[src/rtl/sqrt_scheduler.sv]
// Round-robin arbiter feeding one shared bit-serial 8.8 square-root unit.
// Each grant captures an 8-bit operand; the result is returned with the requester id.
module sqrt_scheduler #(
   parameter int unsigned N_REQ = 4,
   parameter int unsigned ID_W  = 2
) (
   input  logic                 clk,
   input  logic                 rst,
   input  logic [N_REQ-1:0]     req,
   input  logic [8*N_REQ-1:0]   in_bus,
   output logic [N_REQ-1:0]     grant,
   output logic                 busy,
   output logic                 out_valid,
   output logic [ID_W-1:0]      out_id,
   output logic [15:0]          out
);

   localparam int unsigned OP_W  = 8;
   localparam int unsigned RES_W = 16;
   localparam int unsigned IDX_W = 4;
   localparam int unsigned SQ_W  = 32;

   typedef enum logic [1:0] {IDLE, ITER, DONE} state_t;

   state_t                state, state_nxt;
   logic [ID_W-1:0]       rr;
   logic [ID_W-1:0]       cur_id;
   logic [OP_W-1:0]       opnd;
   logic [RES_W-1:0]      y;
   logic [IDX_W-1:0]      idx;

   logic [ID_W-1:0]       win_id;
   logic                  win_found;
   logic [RES_W-1:0]      trial;
   logic [SQ_W-1:0]       trial_sq;
   logic [RES_W-1:0]      y_nxt;

   // First asserted request at or after the rr pointer, wrapping.
   always_comb begin
      int unsigned k;
      win_id    = '0;
      win_found = 1'b0;
      k         = 0;
      for (int unsigned i = 0; i < N_REQ; i++) begin
         k = (32'(rr) + i) % N_REQ;
         if (!win_found && req[k]) begin
            win_found = 1'b1;
            win_id    = ID_W'(k);
         end
      end
   end

   // One result bit per cycle: keep the trial bit if trial^2 fits under opnd*2^16.
   always_comb begin
      trial    = y | (RES_W'(1) << idx);
      trial_sq = SQ_W'(trial) * SQ_W'(trial);
      y_nxt    = (trial_sq <= SQ_W'({opnd, 16'h0000})) ? trial : y;
   end

   always_ff @(posedge clk or posedge rst) begin
      if (rst) state <= IDLE;
      else     state <= state_nxt;
   end

   always_comb begin
      state_nxt = state;
      case (state)
         IDLE:    if (win_found) state_nxt = ITER;
         ITER:    if (idx == '0) state_nxt = DONE;
         DONE:    state_nxt = IDLE;
         default: state_nxt = IDLE;
      endcase
   end

   always_ff @(posedge clk or posedge rst) begin
      if (rst) begin
         grant     <= '0;
         busy      <= 1'b0;
         out_valid <= 1'b0;
         out_id    <= '0;
         out       <= '0;
         rr        <= '0;
         cur_id    <= '0;
         opnd      <= '0;
         y         <= '0;
         idx       <= '0;
      end else begin
         grant     <= '0;
         out_valid <= 1'b0;
         case (state)
            IDLE: begin
               if (win_found) begin
                  opnd   <= in_bus[32'(win_id)*OP_W +: OP_W];
                  cur_id <= win_id;
                  grant  <= N_REQ'(1) << win_id;
                  busy   <= 1'b1;
                  y      <= '0;
                  idx    <= IDX_W'(RES_W - 1);
               end else begin
                  busy   <= 1'b0;
               end
            end
            ITER: begin
               y   <= y_nxt;
               idx <= idx - IDX_W'(1);
               if (idx == '0) begin
                  out       <= y_nxt;
                  out_id    <= cur_id;
                  out_valid <= 1'b1;
               end
            end
            DONE: begin
               busy <= 1'b0;
               rr   <= (cur_id == ID_W'(N_REQ - 1)) ? '0 : cur_id + ID_W'(1);
            end
            default: ;
         endcase
      end
   end

endmodule

[config.mk]
export PLATFORM = sky130hd
export DESIGN_NAME = sqrt_scheduler
export DESIGN_NICKNAME = d
export VERILOG_FILES = /design/src/rtl/sqrt_scheduler.sv
export SDC_FILE = /design/constraint.sdc
export NUM_CORES = 1
export LEC_CHECK = 0
export CORE_MARGIN = 1.5
export CORE_UTILIZATION = 40
export CTS_CLUSTER_SIZE = 12
export DETAILED_ROUTE_END_ITERATION = 8
export HOLD_SLACK_MARGIN = 0.12
export PLACE_DENSITY = 0.61
export SLEW_MARGIN = 20
export SYNTH_ARGS = -nofsm -noshare
export SYNTH_HDL_FRONTEND = slang
export SYNTH_SLANG_ARGS = --single-unit
[constraint.sdc]
create_clock -name clk -period 8.9 [get_ports clk]
set_clock_uncertainty 0.15 [all_clocks]
set_input_delay 1.78 -clock clk [delete_from_list [all_inputs] [get_ports clk]]
set_output_delay 1.78 -clock clk [all_outputs]
set_load 0.05 [all_outputs]
==> metrics.cfg, run 1 <==
[synthesis]
synth_area_per_cell_sq_um=8.77
syn_nets=1484
synthFlopType=dfrtp_1
async_reset_ff_share_pct=100
synth.cell_area_sq_um=10300
yosysSeqAreaShare_pct=14.1
ys_warn_count=0
synth.ff_latch_count=58
synth-edff-count=0
ys_types=65
netlist_instances=1172

[sta]
slew_viol_final=0
grt_setup_unrepaired=no
max_freq_ghz=0.119
period_share_pct=94.1
hold_violations=0
min_period_ns=8.38
holdWs_ns=0.324
setup_viol=0
tightest_slew_ns=0.807
slew_headroom_pct=46.2
final.setup.tns_ns=0

[place]
hpwl_mm=22.6
place_inst=1558
place_congestion=0.881
place_area_sq_um=11400
portBuffers=61

[clock_tree]
cts_tree=done
root_buffer=clkbuf_16
numCtsBuffers=9
path_clk_slew_ns=0.05
clkSinkCount=58
clock_path_buffers=2
clkLatencyLatePin_ns=0.34
htreeDepth=3

[grt]
grt.overflow.total=0
grt_pass1_vias=8592
grt_max_degree=59
antenna_found_initial=0
grt_pass1_wl_mm=45.6
track_usage_pct=22.1

[setup_path]
r2r_end=out[0]
critPathCaptureType=flip-flop
critical_path.startpoint=idx[1]
r2r-start=idx[1]
slowest_delay_ns=0.60
cp_slowest_cell=fa_1
path_class=flip-flop to flip-flop
cpMostUsedCell=fa_1
rr_worst_depth=30
crit_required_ns=9.01
reg2reg_slack_ns=0.52
path_max_fanout=12
arrival_ns=8.49
start_kind=flip-flop

[worst_hold_path]
hold_path.class=flip-flop to flip-flop
hold_end=out[6]
whs_path_depth=2
hold_start=out[6]

[routing]
via_per_inst=5.16
wl_per_cell_um=17.2
drtIter0Drc=487
wl_mm=27.1
drtPass1Iterations=5
vias=8128
drc=0
ant_nets=0

[pwr]
p_leak_uw=0.00578
power_density_nw_per_um2=370
irDropWorstVdd_uv=189

[floorplanning]
coreArea_sq_um=25200
fp.dieW_um=163
start_util_pct=40.8
num_rows=58
ios=62
die-area_sq_um=26700
die_h_um=163

[layout]
stdcell_count=1574
layout-drive-gt1-share_pct=9.32
area_growth_pct=15.5
nets=1553
fin_area_sq_um=11900
num_antenna_cells=0
fill_cells=2402

[status]
status=finished clean

[job]
max_cap_violations=0

[stage by stage]
step                utilization (%)  power, uW  setup WS [ns]
floorplan                         -       2980          0.606
global placement               45.4       3970        -0.0860
detailed placement             45.4       3970        -0.0630
CTS                            46.5       4360         0.0545
global route                   47.2       4880        0.00874
finish                         47.2       4390          0.521
[Yosys cell counts (6+ instances only)]
library cell,instances,area [sq um]
xor2_1,13,114
fa_1,166,3320
clkbuf_1,39,146
o211ai_1,7,52.6
clkinv_1,7,26.3
ha_1,108,1350
a32o_1,12,120
o21ai_0,49,245
nand2_1,148,556
a31oi_1,9,56.3
nor2_1,99,372
a21o_1,19,143
xnor2_1,15,131
inv_1,240,901
nand4_1,8,50.1
mux2_2,9,101
nand3_1,9,45.0
dfrtp_1,58,1450
mux2i_1,9,90.1
o21a_1,6,45.0
a21oi_1,46,230
or3_1,9,56.3
nor3_1,14,70.1
[routing by layer]
layer	part of all wire (%)	GRT usage (%)	up-vias
li1	-	-	3874
met1	45	30.3	4016
met2	48	37.0	194
met3	4.9	2.95	44
met4	2.0	5.30	0
met5	0	0	-
[registers in the layout, summed over array words and instances (netlist names)]
name / flops
out: 16
y: 16
opnd: 8
grant: 4
idx: 4
cur_id: 2
out_id: 2
rr: 2
state: 2
busy: 1
out_valid: 1
[critical path, delay by kind of cell, from the launching register on]
kind,cells,cell delay [ns]
compound gates,10,1.87
xor+xnor,1,0.24
fa+ha+maj,9,4.08
buf+inv,4,0.55
flops,1,0.41
simple gates,6,1.00
[layout make-up]
type	instances	area (sq um)	share of cell area (%)
clock buffer	12	267	2.24
clock inverter	2	12.5	0.105
inverter	248	938	7.90
multi-input combinational	824	7870	66.3
sequential	58	1450	12.2
tap	330	413	3.48
timing repair buffer	100	923	7.77
[worst max-delay path by stage]
stage | endpoint | cells past startpoint
2_1_floorplan | y[10] | 33
3_3_place_gp | out[0] | 30
3_5_place_dp | y[4] | 31
4_1_cts | y[4] | 31
5_1_grt | out[2] | 30
6_report | out[0] | 30
[what timing repair did]
item	4_1_cts	5_1_grt
pin swaps	0	2
setup buffers	0	2
resized for setup	1	46
setup endpoints to repair	20	20
hold buffers	0	0
endpoints found under the hold margin	0	0
[cell usage in the layout, fill, tap and decap left out, drive strengths merged, types with 5 or more instances in the layout]
cell and n:
mux2 9, nor2b 5, nand2 148, nor2 99, xnor2 15, nor3 15, clkdlybuf4s50 61, fa 166
buf 39, a21oi 46, o22ai 6, o21ai 50, or3 9, o21a 6, dfrtp 58, a31oi 10
nand3 9, inv 243, a21o 19, clkbuf 12, o211ai 7, nand4 8, a32o 15, ha 108
mux2i 9, xor2 13
[where the power goes]
group          internal, uW  switching, uW  total [uW]
combinational          1370           2250        3620
clock                   207            127         334
sequential              358           77.5         435
[cells by family after synthesis]
group                      count (synthesis)  synth area share [%]
xor gates and xnor gates                  28                  2.39
adders and majority gates                274                  45.5
muxes                                     18                  1.86
DFF                                       58                  14.1
and+or+nand+nor                          315                  13.3
AOI/OAI and AO/OA                        189                  12.3
buffers and inverters                    290                  10.7
(Power assumes the default switching activity.)
==> inputs of run 2 (changes only) <==
--- a/config.mk
+++ b/config.mk
@@ -9,8 +9,9 @@
 export CORE_UTILIZATION = 40
 export CTS_CLUSTER_SIZE = 12
 export DETAILED_ROUTE_END_ITERATION = 8
+export DONT_BUFFER_PORTS = 1
 export HOLD_SLACK_MARGIN = 0.12
-export PLACE_DENSITY = 0.61
+export PLACE_DENSITY = 0.57
 export SLEW_MARGIN = 20
 export SYNTH_ARGS = -nofsm -noshare
 export SYNTH_HDL_FRONTEND = slang
==> run 2 against run 1 <==
First-iteration DRC count shrank 19%; fmax down 1.5%; core utilization shrank 2.5 points; highest routed layer unchanged; sequential cell count unchanged; critical path type unchanged.
==> metrics.cfg, run 2 (synthesis gave the netlist of run 1 again) <==
[status]
status=finished clean

[worst_hold_path]
hold_end=opnd[2]
whs_path_depth=2
hold_path.class=flip-flop to flip-flop
hold_start=opnd[2]

[layout]
fin_area_sq_um=11200
num_antenna_cells=0
reg_top3=out x16, y x16, opnd x8
fin_util_pct=44.6
area_growth_pct=9.28
layout_commonest_cell=inv_1
layout-drive-gt1-share_pct=9.38
fill_cells=2463
nets=1490
final_cell_mix=inv_1 (236), fa_1 (166), nand2_1 (148)

[setup_path]
start_kind=flip-flop
crit_required_ns=9.02
critPathCaptureType=flip-flop
cpLargestDelayFamily=adder cells
path_class=flip-flop to flip-flop
reg2reg_slack_ns=0.39
cp_slowest_cell=fa_1
rr_worst_depth=32
r2r_end=out[0]
r2r-start=idx[0]
slowest_delay_ns=0.56
path_buf_inv=8
arrival_ns=8.63
path_max_fanout=8

[floorplanning]
fp.dieW_um=163
die-area_sq_um=26700
die_h_um=163
ios=62
coreArea_sq_um=25200
start_util_pct=40.8
num_rows=58

[pwr]
power.share.clock_pct=8.6
seq_power_share_pct=13.4
p_switching_uw=2320
p_leak_uw=0.00555
internal_power_uw=1810
irDropWorstVdd_uv=197
p_sw_share_pct=56.2
combPwrFrac_pct=78.0
power_density_nw_per_um2=368

[routing]
vias=7907
via_per_inst=5.23
ant_nets=0
wl_met2_mm=12.7
drc=0
drtIter0Drc=395
drt-met1-wl_mm=12.1
wl_met3_mm=1.29
wl_mm=26.8
wl_per_cell_um=17.7
drtPass1Iterations=5
top_layer_used=met4

[grt]
grt_max_degree=31
antenna_found_initial=0
track_usage_pct=21.7
grt.overflow.total=0
grt_pass1_wl_mm=44.4
grt_pass1_vias=8409

[place]
place_congestion=0.925
portBuffers=0
place_area_sq_um=10800
hpwl_mm=22.5

[sta]
slew_headroom_pct=52.5
final.setup.tns_ns=0
max_freq_ghz=0.118
slew_viol_final=0
grt_setup_unrepaired=no
tightest_slew_ns=0.713
min_period_ns=8.51
hold_violations=0
period_share_pct=95.6
setup_viol=0

[clock_tree]
numCtsBuffers=9
cts_tree=done
root_buffer=clkbuf_16
clock_path_buffers=2
clkLatencyLatePin_ns=0.35
htreeDepth=3
path_clk_slew_ns=0.06
clkSinkCount=58

[job]
max_cap_violations=0

==> run 2: how the worst max path moves through the flow <==
stage                 from  endpoint  cells after the start
floorplan           idx[2]     y[10]                     33
global placement    idx[3]    out[0]                     30
detailed placement  idx[3]    out[0]                     28
CTS                 idx[1]     y[14]                     32
global route        idx[0]      y[5]                     30
finish              idx[0]    out[0]                     32
==> run 2: tightest hold or removal path: stages, from the launching register on <==
cell and delay, ns:
dfrtp_1 0.34, nand2_1 0.05, o21ai_0 0.06
==> run 2: cell type report <==
| cell class | instances | area (sq um) | share of cell area [%] |
|---|---|---|---|
| multi-input combinational | 824 | 7860 | 69.9 |
| sequential | 58 | 1450 | 12.9 |
| inverter | 248 | 938 | 8.35 |
| tap | 330 | 413 | 3.67 |
| timing repair buffer | 37 | 282 | 2.51 |
| clock buffer | 11 | 243 | 2.16 |
| clock inverter | 5 | 53.8 | 0.479 |
==> run 2: metrics by stage <==
step / setup WS, ns / power [uW] / hold WS (ns) / instances
floorplan: 0.606 / 2980 / 0.300 / 1172
global placement: -0.0164 / 3720 / 0.317 / 1494
detailed placement: -0.0157 / 3710 / 0.322 / 1495
CTS: 0.0787 / 4110 / 0.334 / 1511
global route: 0.0151 / 4580 / 0.349 / 1513
finish: 0.391 / 4130 / 0.330 / 1513
==> run 2: power by group through the flow <==
stage | Combinational [uW] | Clock [uW] | Sequential [uW]
5_1_grt | 3640 | 374 | 566
3_3_place_gp | 3160 | 0 | 554
2_1_floorplan | 2450 | 0 | 530
4_1_cts | 3190 | 364 | 552
3_5_place_dp | 3160 | 0 | 557
6_report | 3220 | 356 | 554
==> run 2: routing by layer <==
| metal | track usage, % | up-vias |
|---|---|---|
| met5 | 0 | - |
| met4 | 5.92 | 0 |
| met3 | 3.56 | 51 |
| met2 | 35.9 | 179 |
| met1 | 29.2 | 3927 |
| li1 | - | 3750 |
==> run 2: repair_timing <==
action                     4_1_cts  5_1_grt
setup endpoints to repair       20       20
buffers inserted                 0        2
resized for setup                1       39
cloned                           0        0
pin swaps                        0        3
hold buffers                     0        0
==> inputs of run 3 (changes only) <==
--- a/config.mk
+++ b/config.mk
@@ -6,12 +6,12 @@
 export NUM_CORES = 1
 export LEC_CHECK = 0
 export CORE_MARGIN = 1.5
-export CORE_UTILIZATION = 40
+export CORE_UTILIZATION = 52
 export CTS_CLUSTER_SIZE = 12
 export DETAILED_ROUTE_END_ITERATION = 8
 export DONT_BUFFER_PORTS = 1
 export HOLD_SLACK_MARGIN = 0.12
-export PLACE_DENSITY = 0.57
+export PLACE_DENSITY = 0.71
 export SLEW_MARGIN = 20
 export SYNTH_ARGS = -nofsm -noshare
 export SYNTH_HDL_FRONTEND = slang
==> run 3 against run 2 <==
Die area is 23% lower; fmax is 0.33% lower; global-route usage is 5.9 points higher; critical path type unchanged; sequential cell count did not move.
==> metrics.cfg, run 3 (synthesis gave the netlist of run 1 again) <==
[clock_tree]
hold_buffers=0
clock_path_buffers=2
clkSinkCount=58
root_buffer=clkbuf_16
path_clk_slew_ns=0.05
htreeDepth=3
cts_tree=done
numCtsBuffers=9
clkLatencyLatePin_ns=0.34

[worst_hold_path]
hold_path.class=flip-flop to flip-flop

[setup_path]
path_max_fanout=8
slowest_delay_ns=0.57
start_kind=flip-flop
cpLargestDelayFamily=adder cells
cp_slowest_cell=fa_1
crit_required_ns=9.03
path_buf_inv=8
arrival_ns=8.67
path_class=flip-flop to flip-flop
critPathCaptureType=flip-flop

[pwr]
p_leak_uw=0.00554
power_density_nw_per_um2=391
irDropWorstVdd_uv=209
finalPower_uw=4340

[routing]
drtPass1Iterations=5
via_per_inst=5.62
ant_nets=0
wl_per_cell_um=18.0
drc=0
wl_mm=26.1
drtIter0Drc=565
vias=8132

[layout]
multiInputGateArea_sq_um=7810
layout-drive-gt1-share_pct=8.47
ff_latch_area_sq_um=1450
reg_top3=out x16, y x16, opnd x8
area_growth_pct=7.90
final_cell_mix=inv_1 (237), fa_1 (166), nand2_1 (148)
num_antenna_cells=0
layout_commonest_cell=inv_1
nets=1488
stdcell_count=1446
fill_cells=1772

[status]
status=finished clean

[place]
place_inst=1429
place_congestion=0.953
hpwl_mm=21.6
portBuffers=0
pre_cts_ws_ns=0.144

[sta]
setup_ws_ns=0.363
max_freq_ghz=0.117
period_share_pct=95.9
final.setup.tns_ns=0
slew_headroom_pct=49.6
grt_setup_unrepaired=no
tightest_slew_ns=0.757
hold_violations=0
slew_viol_final=0
min_period_ns=8.54
setup_viol=0

[grt]
grt_max_degree=59
antenna_found_initial=0
grt_pass1_wl_mm=43.1
grt_pass1_vias=8363
track_usage_pct=27.5
grt.overflow.total=0

[floorplanning]
die-area_sq_um=20600
fp.dieW_um=144
ios=62
coreArea_sq_um=19400
die_h_um=144
start_util_pct=53.0
num_rows=51

[job]
max_cap_violations=0

## run 3: cell types whose count changed in the layout (fill, tap and decap cells not counted), sizes merged
cell | previous run | this run
buf | 37 | 35
clkinv | 7 | 8
clkinvlp | 2 | 1
## run 3: path summary, 6_finish.rpt
| check | from | endpoint | slack [ns] | depth (start not counted) |
|---|---|---|---|---|
| max | idx[0] | out[3] | 0.36 | 31 |
| max reg2reg | idx[0] | out[3] | 0.36 | 31 |
| min in group asynchronous | rst | out_valid | 1.40 | 2 |
| min | opnd[2] | opnd[2] | 0.33 | 2 |
| max in group asynchronous | rst | idx[3] | 6.66 | 2 |
| min reg2reg | opnd[2] | opnd[2] | 0.33 | 2 |
## run 3: per-layer routing
| metal | track usage, % | vias up | wire length (um) |
|---|---|---|---|
| li1 | - | 3727 | - |
| met1 | 35.9 | 4043 | 10900 |
| met2 | 46.4 | 317 | 12800 |
| met3 | 4.63 | 45 | 1680 |
| met4 | 9.51 | 0 | 703 |
| met5 | 0 | - | 0 |
## run 3: where the power goes
group,internal (uW),switching [uW]
combinational,1310,2110
sequential,356,207
clock,223,129
## run 3: tightest hold or removal path: stages, from the launching register on
cell     delay (ns)
dfrtp_1        0.33
nand2_1        0.05
o21ai_0        0.06
## run 3: timing repair
action	4_1_cts	5_1_grt
buffers inserted	0	1
setup endpoints to repair	0	20
gates resized for setup	0	27
## run 3: stage by stage
step	utilization, %	instance area, sq um	hold WS [ns]
final	57.2	11100	0.330
after global routing	57.2	11100	0.348
after CTS	56.7	11000	0.333
after detailed placement	55.2	10700	0.321
after global placement	55.2	10700	0.314
after floorplan	-	10300	0.300
## run 3: layout make-up
type	instances	share of cell area [%]
Tap cell	265	2.99
Sequential cell	58	13.1
Inverter	248	8.42
Clock inverter	5	0.485
Clock buffer	11	2.19
Multi-Input combinational cell	824	70.4
Timing Repair Buffer	35	2.40
